<file path="config.mk">
export PLATFORM = sky130hd
export DESIGN_NAME = sc_schedule_ctrl_flat
export DESIGN_NICKNAME = d
export VERILOG_FILES = /design/src/rtl/sc_schedule_ctrl_pkg.sv /design/src/rtl/sc_schedule_ctrl_if.sv /design/src/rtl/sc_schedule_ctrl_trailing_ones.sv /design/src/rtl/sc_schedule_ctrl.sv /design/src/flat_wrapper.sv
export SDC_FILE = /design/constraint.sdc
export NUM_CORES = 1
export LEC_CHECK = 0
export ABC_CLOCK_PERIOD_IN_PS = 3000
export BUFFER_PORTS_ARGS = -buffer_cell sky130_fd_sc_hd__buf_2
export CAP_MARGIN = 20
export CORE_ASPECT_RATIO = 0.75
export CORE_MARGIN = 3
export CORE_UTILIZATION = 57
export CTS_BUF_LIST = sky130_fd_sc_hd__clkbuf_8
export DETAILED_ROUTE_END_ITERATION = 6
export PLACE_DENSITY = 0.92
export SLEW_MARGIN = 15
export SYNTH_ARGS = -nofsm -noshare
export SYNTH_HDL_FRONTEND = slang
export SYNTH_SLANG_ARGS = --single-unit
</file>
<file path="constraint.sdc">
create_clock -name clk -period 3 [get_ports clk]
set_input_delay 0 -clock clk [delete_from_list [all_inputs] [get_ports clk]]
set_output_delay 0 -clock clk [all_outputs]
set_load 0.01 [all_outputs]
</file>
<file path="src/rtl/sc_schedule_ctrl_pkg.sv">
// -----------------------------------------------------------------------------
// sc_sched_pkg
// Shared types and helpers for the successive-cancellation schedule controller:
//   op_type_e    - operation issued to the PE array (F, G, LEAF)
//   state_e      - controller state encoding
//   chunk_count  - number of P-wide chunks an F/G node at stage s needs
// -----------------------------------------------------------------------------
package sc_sched_pkg;

  typedef enum logic [1:0] {
    OP_F    = 2'd0,
    OP_G    = 2'd1,
    OP_LEAF = 2'd2
  } op_type_e;

  typedef enum logic [2:0] {
    ST_IDLE,
    ST_F,
    ST_G,
    ST_LEAF,
    ST_DONE
  } state_e;

  // C(s) = max(1, 2^s / 2^log_p)
  function automatic int unsigned chunk_count(input int unsigned s,
                                              input int unsigned log_p);
    if (s > log_p) return 32'd1 << (s - log_p);
    return 32'd1;
  endfunction

endpackage

</file>
<file path="src/rtl/sc_schedule_ctrl_if.sv">
// -----------------------------------------------------------------------------
// sc_schedule_ctrl_if
// Operation handshake between the schedule controller (master) and the PE
// array (slave).
//   op_valid  - op fields valid (master)
//   op_ready  - PE array accepts current op (slave)
//   op_type   - F / G / LEAF
//   op_stage  - tree stage of the op, 0 for LEAF
//   op_chunk  - chunk index within the node
//   op_leaf   - current leaf index
//   op_frozen - frozen flag of the current leaf, LEAF ops only
// -----------------------------------------------------------------------------
interface sc_schedule_ctrl_if
  import sc_sched_pkg::*;
#(
  parameter int unsigned LOG_N = 3
) ();

  localparam int unsigned SW = (LOG_N > 1) ? $clog2(LOG_N) : 1;

  logic             op_valid;
  logic             op_ready;
  op_type_e         op_type;
  logic [SW-1:0]    op_stage;
  logic [LOG_N-1:0] op_chunk;
  logic [LOG_N-1:0] op_leaf;
  logic             op_frozen;

  modport master (
    output op_valid, op_type, op_stage, op_chunk, op_leaf, op_frozen,
    input  op_ready
  );

  modport slave (
    input  op_valid, op_type, op_stage, op_chunk, op_leaf, op_frozen,
    output op_ready
  );

endinterface

</file>
<file path="src/rtl/sc_schedule_ctrl_trailing_ones.sv">
// -----------------------------------------------------------------------------
// trailing_ones
// Combinational count of consecutive 1 bits starting at bit 0.
//   val_i   - W-bit input word
//   count_o - number of trailing ones (0..W)
// -----------------------------------------------------------------------------
module trailing_ones #(
  parameter int unsigned W  = 3,
  parameter int unsigned CW = $clog2(W + 1)
) (
  input  logic [W-1:0]  val_i,
  output logic [CW-1:0] count_o
);

  logic run;

  always_comb begin
    count_o = '0;
    run     = 1'b1;
    for (int unsigned b = 0; b < W; b++) begin
      if (run && val_i[b]) count_o = count_o + CW'(1);
      else                 run     = 1'b0;
    end
  end

endmodule

</file>
<file path="src/rtl/sc_schedule_ctrl.sv">
// -----------------------------------------------------------------------------
// sc_schedule_ctrl
// Successive-cancellation schedule controller. Walks the SC decoding tree of
// an N = 2^LOG_N polar code and issues F, G and LEAF ops one per handshake to
// the PE array; F/G ops wider than P = 2^LOG_P pairs are split into chunks.
//
// Ports:
//   clk        - rising-edge clock
//   rst_n      - asynchronous active-low reset
//   start      - frame start pulse, sampled only in IDLE
//   op         - op handshake (master modport of sc_schedule_ctrl_if)
//   busy       - frame in progress
//   done       - one-cycle pulse at frame end
//   stall_cnt  - cycles with op_valid & !op_ready since last start
//
// Configuration macro:
//   SCHED_STALL_CNT_EN - when defined, stall_cnt is a saturating counter;
//                        otherwise it is tied to zero.
// -----------------------------------------------------------------------------
module sc_schedule_ctrl
  import sc_sched_pkg::*;
#(
  parameter int unsigned                LOG_N  = 3,
  parameter int unsigned                LOG_P  = 2,
  parameter logic [(1 << LOG_N)-1:0]    FROZEN = 8'b0001_0111
) (
  input  logic                    clk,
  input  logic                    rst_n,
  input  logic                    start,
  sc_schedule_ctrl_if.master      op,
  output logic                    busy,
  output logic                    done,
  output logic [15:0]             stall_cnt
);

  localparam int unsigned SW = (LOG_N > 1) ? $clog2(LOG_N) : 1;
  localparam int unsigned TW = $clog2(LOG_N + 1);

  state_e           state_q;
  op_type_e         type_q;
  logic [SW-1:0]    stage_q;
  logic [LOG_N-1:0] chunk_q;
  logic [LOG_N-1:0] leaf_q;
  logic             valid_q;
  logic             frozen_q;
  logic             busy_q;
  logic             done_q;

  logic             hs;
  logic             last_chunk;
  logic [TW-1:0]    tones;
  logic [SW-1:0]    g_stage;

  assign hs         = valid_q & op.op_ready;
  assign last_chunk = (chunk_q == LOG_N'(chunk_count(32'(stage_q), LOG_P) - 1));

  // After leaf i the walk climbs past every right child on the path, i.e.
  // one level per trailing 1 of i; the next G sits at that level.
  trailing_ones #(
    .W  (LOG_N),
    .CW (TW)
  ) u_tones (
    .val_i   (leaf_q),
    .count_o (tones)
  );

  assign g_stage = tones[SW-1:0];

  always_ff @(posedge clk or negedge rst_n) begin
    if (!rst_n) begin
      state_q  <= ST_IDLE;
      type_q   <= OP_F;
      stage_q  <= '0;
      chunk_q  <= '0;
      leaf_q   <= '0;
      valid_q  <= 1'b0;
      frozen_q <= 1'b0;
      busy_q   <= 1'b0;
      done_q   <= 1'b0;
    end else begin
      done_q <= 1'b0;
      unique case (state_q)
        ST_IDLE: begin
          if (start) begin
            state_q  <= ST_F;
            type_q   <= OP_F;
            stage_q  <= SW'(LOG_N - 1);
            chunk_q  <= '0;
            leaf_q   <= '0;
            frozen_q <= 1'b0;
            valid_q  <= 1'b1;
            busy_q   <= 1'b1;
          end
        end
        ST_F, ST_G: begin
          if (hs) begin
            if (!last_chunk) begin
              chunk_q <= chunk_q + LOG_N'(1);
            end else begin
              chunk_q <= '0;
              if (stage_q != '0) begin
                state_q <= ST_F;
                type_q  <= OP_F;
                stage_q <= stage_q - SW'(1);
              end else begin
                state_q  <= ST_LEAF;
                type_q   <= OP_LEAF;
                frozen_q <= FROZEN[leaf_q];
              end
            end
          end
        end
        ST_LEAF: begin
          if (hs) begin
            frozen_q <= 1'b0;
            if (leaf_q == '1) begin
              state_q <= ST_DONE;
              type_q  <= OP_F;
              stage_q <= '0;
              chunk_q <= '0;
              leaf_q  <= '0;
              valid_q <= 1'b0;
              busy_q  <= 1'b0;
              done_q  <= 1'b1;
            end else begin
              state_q <= ST_G;
              type_q  <= OP_G;
              stage_q <= g_stage;
              chunk_q <= '0;
              leaf_q  <= leaf_q + LOG_N'(1);
            end
          end
        end
        ST_DONE: begin
          state_q <= ST_IDLE;
        end
        default: begin
          state_q <= ST_IDLE;
        end
      endcase
    end
  end

  assign op.op_valid  = valid_q;
  assign op.op_type   = type_q;
  assign op.op_stage  = stage_q;
  assign op.op_chunk  = chunk_q;
  assign op.op_leaf   = leaf_q;
  assign op.op_frozen = frozen_q;
  assign busy         = busy_q;
  assign done         = done_q;

`ifdef SCHED_STALL_CNT_EN
  logic [15:0] stall_q, stall_d;

  always_comb begin
    stall_d = stall_q;
    if (state_q == ST_IDLE && start)
      stall_d = '0;
    else if (valid_q && !op.op_ready && stall_q != '1)
      stall_d = stall_q + 16'd1;
  end

  always_ff @(posedge clk or negedge rst_n) begin
    if (!rst_n) stall_q <= '0;
    else        stall_q <= stall_d;
  end

  assign stall_cnt = stall_q;
`else
  assign stall_cnt = '0;
`endif

endmodule
</file>
<file path="src/flat_wrapper.sv">
// flat-port wrapper written by rule: the top's interface ports become plain ports
module sc_schedule_ctrl_flat import sc_sched_pkg::*;
#(
  parameter int unsigned                LOG_N  = 3,
  parameter int unsigned                LOG_P  = 2,
  parameter logic [(1 << LOG_N)-1:0]    FROZEN = 8'b0001_0111
)
  (clk, rst_n, start, busy, done, stall_cnt, op_op_valid, op_op_type, op_op_stage, op_op_chunk, op_op_leaf, op_op_frozen, op_op_ready);
  sc_schedule_ctrl_if #(.LOG_N(LOG_N)) op_i ();
  input  logic clk;
  input  logic rst_n;
  input  logic start;
  output logic busy;
  output logic done;
  output logic [15:0] stall_cnt;
  output wire logic [$bits(op_i.op_valid)-1:0] op_op_valid;
  output wire logic [$bits(op_i.op_type)-1:0] op_op_type;
  output wire logic [$bits(op_i.op_stage)-1:0] op_op_stage;
  output wire logic [$bits(op_i.op_chunk)-1:0] op_op_chunk;
  output wire logic [$bits(op_i.op_leaf)-1:0] op_op_leaf;
  output wire logic [$bits(op_i.op_frozen)-1:0] op_op_frozen;
  input wire logic [$bits(op_i.op_ready)-1:0] op_op_ready;
  assign op_op_valid = op_i.op_valid;
  assign op_op_type = op_i.op_type;
  assign op_op_stage = op_i.op_stage;
  assign op_op_chunk = op_i.op_chunk;
  assign op_op_leaf = op_i.op_leaf;
  assign op_op_frozen = op_i.op_frozen;
  assign op_i.op_ready = op_op_ready;
  sc_schedule_ctrl #(.LOG_N(LOG_N), .LOG_P(LOG_P), .FROZEN(FROZEN)) u_core (.clk(clk), .rst_n(rst_n), .start(start), .op(op_i), .busy(busy), .done(done), .stall_cnt(stall_cnt));
endmodule
</file>
==> results.txt, run 1 <==
status = finished clean
GRT Util Overall = 19.80%
Clock power frac = 32.2%
num rows = 13
Layout area overhead = 7.511%
H-tree levels = 1
final instance area = 1200 µm²
WL/cell = 14.29 µm
final setup vio count = 0
multi-input logic area = 588.1 µm²
synth unique cells = 37
WP data arrival = 2000 ps
Die Footprint = 2530 µm²
crit path launch type = flip-flop
initial drt markers = 32
clock latency on the worst-skew pair = 250 ps
fillcell total = 167
Crit. End Element = flip-flop
clk slew on worst S/H paths = 70 ps
PwrDens = 495.3 nW/µm²
most common cell after layout, fill and taps aside = buf_2
antenna violations before repair = 0
Slew @ Worst Pin = 547.0 ps
root buf cell = clkbuf_8
Inserted Diodes = 0
max-cap violations = 0
unrepaired setup endpoints after global routing = no
Core Util, Final = 67.06%
Final Cycle Share = 62.21%
CTS Hold Bufs = 1
area leader, netlist = dfrtp_1
Net Sw Power = 0.1883 mW
vias in the first global route = 834
Vias/cell = 5.422
postcts setup bufs = 0
Cells after Synth = 122
total wire length = 2300 µm
setup TNS = 0 ps
Leakage Power = 0.5924 nW
dpl cells = 156
top post-synthesis cells by area = dfrtp_1 (36%), buf_4 (12%), ha_1 (9.0%)
critical path class = flip-flop to flip-flop
Sequential cell area = 400.4 µm²
input/output buffers = 17
CTS Buf Count = 3
number of detailed-route iterations in the first pass = 4
Max Fclk = 535.8 MHz
first-pass GRT wire length = 3815 µm
worst hold-check path type = input port to flip-flop
CP max stage cell = dfrtp_1
Seq/Total Area, Yosys = 35.87%
final hold violations = 0
sequential share of power = 44.3%
# nets final = 152
total grt overflow = 0
Routed Antenna Nets = 0
crit-path cells = ha_1 -> xnor2_1 -> a211oi_2 -> nor2_2 -> mux2_1
dpl cell area = 1135 µm²
Yosys top cell area share = 35.87%
logic gate share of total power = 23.5%
Yosys warnings = 0
most frequent cells in the layout = buf_2 (17), conb_1 (16), dfrtp_1 (16)
number of primary I/O pins = 34
minimum clock period = 1866 ps
CTS max path bufs = 2
WHS = 63.99 ps
post-route insts no fill = 161
Initial Util = 62.38%
Post-synth EDFFs = 0
# clock sinks = 16
r2r setup slk = 1130 ps
GP Congestion = 0.8496
largest net degree at the start of global routing = 17
Max stage delay on crit path = 430 ps
Slew Limit Fails = 0
Synth Register Bits = 16
max_slew headroom = 63.25%
die height = 44.32 µm
Worst IR Drop VDD = 0.5049 mV
dpl hpwl = 1765 µm
Worst Clk Skew = 4.533 ps
Internal Pwr Total = 0.4060 mW
Worst Path Max Fanout = 5
total number of vias = 873
Top FF cell, synth = dfrtp_1
die width = 57.10 µm
CTS tree = yes
Post-synth ARST share = 100.0%
syn_area_per_cell = 9.148 µm²
DRC Markers = 0
Sw Share = 31.69%
Placeable Area = 1789 µm²
layout cells sized above 1 = 19.42%
CP Data Required Time = 3140 ps
synthesized area = 1116 µm²
Resize count post-CTS = 0
-- power groups by stage --
stage | Sequential, mW | Clock, mW | Combinational (mW)
after floorplan | 0.272 | 0 | 0.0938
after global placement | 0.264 | 0 | 0.131
after detailed placement | 0.265 | 0 | 0.138
after CTS | 0.262 | 0.192 | 0.140
after global routing | 0.267 | 0.203 | 0.154
final | 0.263 | 0.192 | 0.139
-- area by class of cell --
class,instances,area share [%]
multi-input cells,92,49.01
flip-flops and latches,16,33.37
repair buffers,18,7.925
clock buffers,4,4.588
inverters,9,2.815
well taps,22,2.294
-- cell families (layout without fill, tap and decap cells) --
logic type               count (synthesis)  after routing  share of synthesized area [%]
XOR/XNOR                                 3              3                          2.355
buffers and inverters                   29             31                          16.48
AO/OA/AOI/OAI                           28             28                          16.71
AND/OR/NAND/NOR                         34             34                          16.48
flip-flops                              16             16                          35.87
adder cells (fa/ha/maj)                  8              8                          8.969
multiplexers                             3              3                          2.803
other                                    1             16                         0.3360
-- per-stage QoR --
| step | worst slack [ps] | total power [mW] |
|---|---|---|
| global placement | 1232 | 0.3948 |
| detailed placement | 1151 | 0.4027 |
| CTS | 1137 | 0.5937 |
| floorplan | 1284 | 0.3659 |
| finish | 1134 | 0.5943 |
| global route | 1057 | 0.6242 |
-- synthesized netlist by cell type (all sizes together) (2+ instances only) --
cell and instances:
a211oi 2, a21oi 9, buf 19, dfrtp 16, ha 8, inv 9, mux2i 2, nand2 9
nand3 5, nand4 2, nor2 7, nor3 3, o21ai 8, or3 2, xnor2 3
-- worst max-delay path, delay by kind of cell (launching register included) --
kind | cells | cell delay (ps)
fa+ha+maj | 1 | 230
xor+xnor | 1 | 340
flops | 1 | 430
compound gates | 1 | 200
mux | 1 | 340
simple gates | 1 | 210
-- worst paths after layout --
kind,startpoint,endpoint,depth (start not counted)
max,u_core.op.op_stage[0]$_DFFE_PN0P_,u_core.op.op_type[1]$_DFFE_PN0P_,5
min reg2reg,u_core.op.op_type[1]$_DFFE_PN0P_,u_core.op.op_type[1]$_DFFE_PN0P_,1
max in group asynchronous,rst_n,u_core.state_q[1]$_DFFE_PN0P_,2
min in group asynchronous,rst_n,u_core.op.op_chunk[2]$_DFFE_PN0P_,2
min,start,u_core.busy$_DFFE_PN0P_,3
max reg2reg,u_core.op.op_stage[0]$_DFFE_PN0P_,u_core.op.op_type[1]$_DFFE_PN0P_,5
-- flip-flops by register name, summed over array words and instances, names as in the netlist --
signal / flops
u_core.op.op_leaf: 3
u_core.busy: 1
u_core.done: 1
u_core.op.op_stage: 2
u_core.state_q: 3
u_core.op.op_chunk: 3
u_core.op.op_type: 2
u_core.op.op_frozen: 1
-- metal layers --
| layer | GRT usage (%) | wire [µm] | vias to the layer above |
|---|---|---|---|
| li1 | - | - | 418 |
| met1 | 25.55 | 1034 | 410 |
| met2 | 32.35 | 1088 | 41 |
| met3 | 5.831 | 149 | 4 |
| met4 | 6.481 | 29 | 0 |
| met5 | 0 | 0 | - |
No activity file was read; power rests on OpenSTA's default activity.
==> run 2: changes to the inputs <==
--- a/config.mk
+++ b/config.mk
@@ -5,15 +5,15 @@
 export SDC_FILE = /design/constraint.sdc
 export NUM_CORES = 1
 export LEC_CHECK = 0
-export ABC_CLOCK_PERIOD_IN_PS = 3000
+export ABC_CLOCK_PERIOD_IN_PS = 1700
 export BUFFER_PORTS_ARGS = -buffer_cell sky130_fd_sc_hd__buf_2
 export CAP_MARGIN = 20
 export CORE_ASPECT_RATIO = 0.75
 export CORE_MARGIN = 3
-export CORE_UTILIZATION = 57
+export CORE_UTILIZATION = 47
 export CTS_BUF_LIST = sky130_fd_sc_hd__clkbuf_8
 export DETAILED_ROUTE_END_ITERATION = 6
-export PLACE_DENSITY = 0.92
+export PLACE_DENSITY = 0.82
 export SLEW_MARGIN = 15
 export SYNTH_ARGS = -nofsm -noshare
 export SYNTH_HDL_FRONTEND = slang
==> constraint.sdc (replaced) <==
create_clock -name clk -period 1.7 [get_ports clk]
set_input_delay 0 -clock clk [delete_from_list [all_inputs] [get_ports clk]]
set_output_delay 0 -clock clk [all_outputs]
set_load 0.01 [all_outputs]
==> run 2 against run 1 <==
Compared with the run above:
- first-iteration DRC count is 53% higher
- worst setup slack lost 1100 ps
- clock skew is 4.7 ps higher
- global-route usage is 2.3 points lower
- maximum frequency rose by 13%
- critical path type unchanged
==> results.txt, run 2 (synthesis gave the netlist of run 1 again) <==
crit path launch type = flip-flop
root buf cell = clkbuf_8
Vias/cell = 4.940
Final Cycle Share = 97.49%
Worst Clk Skew = 9.248 ps
Max stage delay on crit path = 400 ps
most frequent cells in the layout = buf_2 (17), conb_1 (16), dfrtp_1 (16)
Layout area overhead = 19.17%
initial drt markers = 49
antenna violations before repair = 0
dpl hpwl = 1850 µm
# nets final = 163
H-tree levels = 1
total power = 1.125 mW
delay-heaviest family, CP = simple AND/OR/NAND/NOR gates
post-route insts no fill = 182
CP bufs+invs = 0
Worst IR Drop VDD = 0.7038 mV
Slew Limit Fails = 0
Leakage Power = 0.6597 nW
minimum clock period = 1657 ps
largest net degree at the start of global routing = 17
vias in the first global route = 823
CTS max path bufs = 2
GP Congestion = 0.8977
Initial Util = 52.66%
die width = 62.27 µm
total grt overflow = 0
final setup vio count = 0
max-cap violations = 0
total wire length = 2451 µm
most common cell after layout, fill and taps aside = buf_2
clock latency on the worst-skew pair = 260 ps
number of detailed-route iterations in the first pass = 4
Crit. End Element = flip-flop
layout cells sized above 1 = 28.00%
PwrDens = 845.7 nW/µm²
WL/cell = 13.47 µm
CTS Buf Count = 3
clk slew on worst S/H paths = 70 ps
critical path class = flip-flop to flip-flop
first-pass GRT wire length = 3967 µm
WP data arrival = 1800 ps
number of primary I/O pins = 34
worst hold-check path type = input port to flip-flop
Worst Path Max Fanout = 9
num rows = 14
total number of vias = 899
Routed Antenna Nets = 0
CP Data Required Time = 1840 ps
crit-path cells = or3b_4 -> a21o_4 -> nor2_2 -> mux2_1
die height = 48.20 µm
Die Footprint = 3001 µm²
Core Util, Final = 62.75%
DRC Markers = 0
CP max stage cell = or3b_4
GRT Util Overall = 17.53%
# clock sinks = 16
status = finished clean
Inserted Diodes = 0
Max Fclk = 603.4 MHz
dpl cells = 176
final hold violations = 0
input/output buffers = 17
Placeable Area = 2120 µm²
CTS tree = yes
## run 2: report_power, final
part | internal, mW | switching [mW] | total (mW)
clock network | 0.206 | 0.145 | 0.351
logic | 0.142 | 0.176 | 0.318
registers | 0.418 | 0.0376 | 0.455
total | 0.766 | 0.359 | 1.12
## run 2: cell type report
class                           count  area [µm²]
Timing Repair Buffer               29       177.7
Sequential cell                    16       400.4
Clock buffer                        4       55.05
Fill cell                         180       789.5
Inverter                            9       33.78
Multi-Input combinational cell     92       623.1
Tap cell                           32       40.04
## run 2: path summary, 6_finish.rpt
check | from | endpoint | slack, ps | depth (start not counted)
min | start | u_core.busy$_DFFE_PN0P_ | 50 | 3
min in group asynchronous | rst_n | u_core.done$_DFF_PN0_ | 170 | 2
max reg2reg | u_core.state_q[0]$_DFFE_PN0P_ | u_core.op.op_type[1]$_DFFE_PN0P_ | 40 | 4
max in group asynchronous | rst_n | u_core.op.op_stage[1]$_DFFE_PN0P_ | 1260 | 2
max | u_core.state_q[0]$_DFFE_PN0P_ | u_core.op.op_type[1]$_DFFE_PN0P_ | 40 | 4
min reg2reg | u_core.op.op_type[0]$_DFFE_PN0P_ | u_core.op.op_type[0]$_DFFE_PN0P_ | 550 | 2
## run 2: layer usage
layer,track usage (%),vias up,share of wire [%]
met5,0,-,0
met4,2.632,0,0.20
met3,5.530,2,6.0
met2,32.26,34,47
met1,21.57,418,47
li1,-,445,-
## run 2: worst min-delay path, cell delays in order
cell,delay [ps]
buf_2,110
a21oi_1,60
nor2_1,90
## run 2: metrics by stage
stage          hold WS [ps]  instance area (µm²)  setup slack, ps  TNS [ps]
3_3_place_gp         -68.63                 1230            44.65         0
3_5_place_dp         -62.83                 1230            3.556         0
4_1_cts               46.75                 1303            12.84         0
2_1_floorplan        -295.6                 1180            9.872         0
6_report              47.15                 1330            42.62         0
5_1_grt               86.14                 1330           -14.82    -14.82
## run 2: repair_timing
item	CTS	global route
hold endpoints to repair	16	0
hold buffers	1	0
pin swaps	1	2
gates cloned	0	0
gates resized for setup	1	4
endpoints found under the setup margin	1	2
setup buffers	0	1
